[config.mk]
export PLATFORM = sky130hd
export DESIGN_NAME = instr_fetch_unit
export DESIGN_NICKNAME = d
export VERILOG_FILES = /design/src/rtl/StateDefs.sv /design/src/rtl/program_counter.sv /design/src/rtl/instr_fetch_unit.sv
export SDC_FILE = /design/constraint.sdc
export NUM_CORES = 2
export LEC_CHECK = 0
export BUFFER_PORTS_ARGS = -buffer_cell sky130_fd_sc_hd__clkbuf_2
export CAP_MARGIN = 15
export CORE_ASPECT_RATIO = 1.2
export CORE_MARGIN = 8
export CORE_UTILIZATION = 50
export DETAILED_ROUTE_END_ITERATION = 7
export GPL_TIMING_DRIVEN = 1
export PLACE_DENSITY = 0.65
export SETUP_SLACK_MARGIN = 0.1
export SLEW_MARGIN = 20
export SYNTH_ARGS = -nofsm -noshare
export SYNTH_HDL_FRONTEND = slang
export SYNTH_SLANG_ARGS = --single-unit
[constraint.sdc]
create_clock -name Clk -period 4.9 [get_ports Clk]
set_input_delay 0.49 -clock Clk [delete_from_list [all_inputs] [get_ports Clk]]
set_output_delay 0.49 -clock Clk [all_outputs]
set_load 0.03 [all_outputs]
[src/rtl/StateDefs.sv]
// StateDefs: shared widths and loader state encoding for the fetch unit
package StateDefs;
    localparam int IMEM_ADDR_W = 7;
    localparam int INSTR_W = 16;
    typedef enum logic [1:0] {LD_IDLE, LD_ACTIVE, LD_FULL, LD_DONE} LoadState;
    function automatic string to_string(LoadState s);
        return s == LD_IDLE ? "LD_IDLE" : s == LD_ACTIVE ? "LD_ACTIVE" : s == LD_FULL ? "LD_FULL" : "LD_DONE";
    endfunction
endpackage

[src/rtl/program_counter.sv]
// program_counter: clear/increment/hold PC register; wraps naturally at 2**ADDR_W
module program_counter #(
    parameter int ADDR_W = 7
) (
    input  logic              Clk,
    input  logic              ResetN,
    input  logic              en,
    input  logic              clr,
    input  logic              up,
    output logic [ADDR_W-1:0] pc
);
    always_ff @(posedge Clk)
        if (!ResetN) pc <= '0;
        else if (en && clr) pc <= '0;
        else if (en && up) pc <= pc + 1'b1;
endmodule

[src/rtl/instr_fetch_unit.sv]
// instr_fetch_unit: PC, instruction memory and IR for the control unit, plus a host program loader
module instr_fetch_unit import StateDefs::*; #(
    parameter int ADDR_W = IMEM_ADDR_W,
    parameter int DEPTH = 2**ADDR_W,
    parameter int DATA_W = INSTR_W
) (
    input  logic              Clk,
    input  logic              ResetN,
    input  logic              PC_clr,
    input  logic              PC_up,
    input  logic              IR_ld,
    input  logic              Load_en,
    input  logic              Load_valid,
    input  logic [DATA_W-1:0] Load_data,
    input  logic              Load_last,
    output logic              Load_ready,
    output logic [ADDR_W:0]   Load_count,
    output logic              Loaded,
    output logic              Overflow,
    output logic              Busy,
    output logic [ADDR_W-1:0] PC,
    output logic [DATA_W-1:0] IR
);
    localparam logic [ADDR_W:0] FULL_CNT = (ADDR_W+1)'(DEPTH);
    localparam logic [ADDR_W:0] LAST_ADDR = (ADDR_W+1)'(DEPTH - 1);
    LoadState state, next_state;
    logic [DATA_W-1:0] mem [DEPTH];
    logic [ADDR_W:0] waddr;
    logic fetch_en, xfer;
    assign Load_ready = state == LD_ACTIVE;
    assign Busy = state != LD_IDLE;
    assign fetch_en = !Busy && !Load_en;
    // dropping Load_en in the same cycle as a valid word aborts without writing it
    assign xfer = Load_valid && Load_ready && Load_en;
    program_counter #(.ADDR_W(ADDR_W)) u_pc (
        .Clk(Clk), .ResetN(ResetN), .en(fetch_en), .clr(PC_clr), .up(PC_up), .pc(PC)
    );
    always_comb begin
        next_state = state;
        case (state)
            LD_IDLE:   next_state = Load_en ? LD_ACTIVE : LD_IDLE;
            LD_ACTIVE: next_state = !Load_en ? LD_IDLE :
                                    xfer && Load_last ? LD_DONE :
                                    xfer && waddr == LAST_ADDR ? LD_FULL : LD_ACTIVE;
            default:   next_state = Load_en ? state : LD_IDLE;
        endcase
    end
    always_ff @(posedge Clk)
        if (!ResetN) begin
            state <= LD_IDLE;
            waddr <= '0;
            Load_count <= '0;
            Loaded <= 1'b0;
            Overflow <= 1'b0;
            IR <= '0;
        end else begin
            state <= next_state;
            if (fetch_en && IR_ld) IR <= mem[PC];
            if (state == LD_IDLE && Load_en) begin
                waddr <= '0;
                Load_count <= '0;
                Loaded <= 1'b0;
                Overflow <= 1'b0;
            end
            if (xfer) begin
                waddr <= waddr + 1'b1;
                Load_count <= Load_count == FULL_CNT ? FULL_CNT : Load_count + 1'b1;
                if (Load_last) Loaded <= 1'b1;
            end
            if (state == LD_FULL && Load_valid) Overflow <= 1'b1;
        end
    // memory is never reset; a reset cycle suppresses the pending write
    always_ff @(posedge Clk)
        if (xfer && ResetN) mem[waddr[ADDR_W-1:0]] <= Load_data;
endmodule

==> flow_summary.ini <==
[clocking]
cts_inserted_buffers = 195
cts_resized = 0
cts_tree = done
clockRootBuffer = clkbuf_16
clock_sinks = 2091
post_cts.repair.setup_buffers = 0
clk_path_buf_depth = 3
clk_pin_slew_ns = 0.06
insertion_delay_ns = 0.84
postCtsHoldBufs = 3
h-tree-depth = 4

[logic_synthesis]
synth_area_sq_um = 80800
synth_seq_cells = 2091
synth_cells = 3773
synth_nets = 3801
synth_edf_count = 2048
syn_avg_cell_area_sq_um = 21.4
synthArstFlopShare_pct = 0
ys_types = 55
ys_seq_area_share_pct = 77.1
ys_warn_count = 0
synthFlopType = edfxtp_1

[timing]
finalClockSkew_ns = 0.0376
fmax_mhz = 261
rsz0062_at_grt = false
tightest_slew_ns = 1.18
final-hold-violation-count = 0
slew_violations = 0
setup_viol = 0
fin_crit_ns = 3.83
final.period_utilization_pct = 78.2
maxSlewHeadroom_pct = 21.1
setup_tns_ns = 0

[floorplan]
initial_core_util_pct = 50.3
core_sq_um = 161000
ios = 59
dieWidth_microns = 383
die_y_microns = 456
core.rowCount = 161
die_area_sq_um = 175000

[setup_path]
critPathKind = reg -> reg
required_ns = 5.58
cp_top_family = compound AO/OA/AOI/OAI gates
r2r_cells = 7
start_kind = flop
arrival_ns = 4.52
r2r-start = u_pc.pc[1]$_SDFFE_PP0P_
critPathMaxStageDelay_ns = 0.77
cp_max_fo = 61
worst-r2r-setup-slack_ns = 1.07
rr_endpoint = IR[12]$_SDFFE_PN0P_
critical_path_depth = 7
crit_chain = buf_12 -> buf_12 -> mux4_2 -> a211oi_1 -> a211oi_1 -> nor4_1 -> o31ai_1
critPathSlowestCell = dfxtp_4
cp_num_buf_inv = 2
crit_path_end_kind = flop

[place]
portBuffers = 58
gp_congestion = 0.849
dp_hpwl_mm = 125

[cells_and_area]
area_delta_synth_final_pct = 12.3
fin_nets = 4084
final_core_util_pct = 56.5
fillCellCount = 11757
drive_gt1_share_pct = 25.7

[power_and_ir_drop]
ir_drop_mv = 0.350
p_leak_uw = 0.0274
powerDensity_nw_per_um2 = 386
power_uw = 35100

[grt]
grt_pass1_wl_mm = 296
grt.total_usage_pct = 23.5
grt_pass1_vias = 39869
antenna_found_initial = 7
grt_max_degree = 92
grt.overflow.total = 0

[hold_path]
hold_path_depth = 1
hp-start = Load_data[6]
holdPathEnd = mem[81][6]$_DFFE_PP_
hold_class = in -> reg

[routing]
drt_pass1_iterations = 7
drt_iter0_markers = 4998
ant_nets = 0
wl_per_cell_microns = 32.8
routed_wl_mm = 208
vias_per_cell = 6.32
drc_errors = 0
vias = 40073

[flow_run]
maxCapViolations = 0

[outcome]
status = finished, final reports clean
-- cells in the mapped netlist (16+ instances only) --
master | instances | area, sq um
a21oi_1 | 39 | 195
a211oi_1 | 31 | 233
dfxtp_1 | 43 | 861
nor2_1 | 169 | 634
mux2_2 | 25 | 282
clkbuf_1 | 65 | 244
nand2_1 | 106 | 398
o22ai_1 | 34 | 213
mux2i_1 | 252 | 2520
buf_4 | 40 | 300
a221oi_1 | 16 | 140
buf_6 | 20 | 225
nand3_1 | 30 | 150
mux4_2 | 455 | 10200
edfxtp_1 | 2048 | 61500
nor2b_1 | 36 | 225
o221ai_1 | 26 | 228
buf_2 | 79 | 395
o21ai_0 | 33 | 165
a22oi_1 | 56 | 420
a31oi_1 | 17 | 106
-- sequential cells by signal (all words and copies together), names as in the netlist --
name	count
mem	2048
IR	16
Load_count	8
waddr	8
u_pc.pc	7
state	2
Loaded	1
Overflow	1
-- per-layer routing --
metal / routed length (microns) / GRT usage, %
met1: 82400 / 32.3
met2: 99700 / 37.4
met3: 18000 / 5.38
met4: 7750 / 8.13
met5: 13 / 0
-- report_power, final --
part           internal (uW)  switching (uW)  leakage [uW]
clock                   7820            6450       0.00290
sequential             19600            30.5        0.0188
combinational            413             717       0.00574
-- stage by stage --
stage	cell area, sq um	setup WS, ns	hold slack (ns)	instances
2_1_floorplan	80800	1.78	0.479	3773
4_1_cts	90700	1.13	0.0439	6334
3_5_place_dp	84800	1.13	0.512	5975
3_3_place_gp	84800	1.15	0.498	5975
5_1_grt	90700	1.02	0.0687	6335
6_report	90700	1.07	0.116	6338
-- kinds of logic after synthesis --
kind of cell             Yosys count  synth area share (%)
flip-flops                      2091                  77.1
AND/OR/NAND/NOR                  407                  2.32
AO/OA/AOI/OAI                    316                  2.75
XOR/XNOR                           7                0.0759
buffers and inverters            216                  1.50
adder cells (fa/ha/maj)            4                0.0619
multiplexers                     732                  16.1
-- area by class of cell --
class	count	area, sq um	share of cell area (%)
Tap cell	2119	2650	2.92
Clock inverter	111	774	0.854
Inverter	7	26.3	0.0290
Sequential cell	2091	62400	68.7
Clock buffer	245	5160	5.69
Antenna cell	4	10.0	0.0110
Timing Repair Buffer	295	2390	2.64
Multi-Input combinational cell	1466	17300	19.1
-- cells in the final DEF (no fill, tap or decap), drive strengths merged, types with 35 or more instances in the layout --
| cell type | n |
|---|---|
| a21oi | 39 |
| clkbuf | 287 |
| o21ai | 35 |
| nor2 | 169 |
| a22oi | 56 |
| dfxtp | 43 |
| nor2b | 36 |
| nand2 | 106 |
| mux2i | 252 |
| buf | 250 |
| edfxtp | 2048 |
| clkinv | 89 |
| mux4 | 455 |
-- worst max-delay path by stage --
stage                             from               endpoint  slack (ns)
2_1_floorplan    state[0]$_SDFFE_PN0P_  mem[127][0]$_DFFE_PP_        1.78
3_3_place_gp   u_pc.pc[0]$_SDFFE_PP0P_     IR[2]$_SDFFE_PN0P_        1.15
3_5_place_dp   u_pc.pc[0]$_SDFFE_PP0P_     IR[2]$_SDFFE_PN0P_        1.13
4_1_cts        u_pc.pc[0]$_SDFFE_PP0P_     IR[2]$_SDFFE_PN0P_        1.13
5_1_grt        u_pc.pc[0]$_SDFFE_PP0P_    IR[14]$_SDFFE_PN0P_        1.02
6_report       u_pc.pc[1]$_SDFFE_PP0P_    IR[12]$_SDFFE_PN0P_        1.07
(Power assumes the default switching activity.)
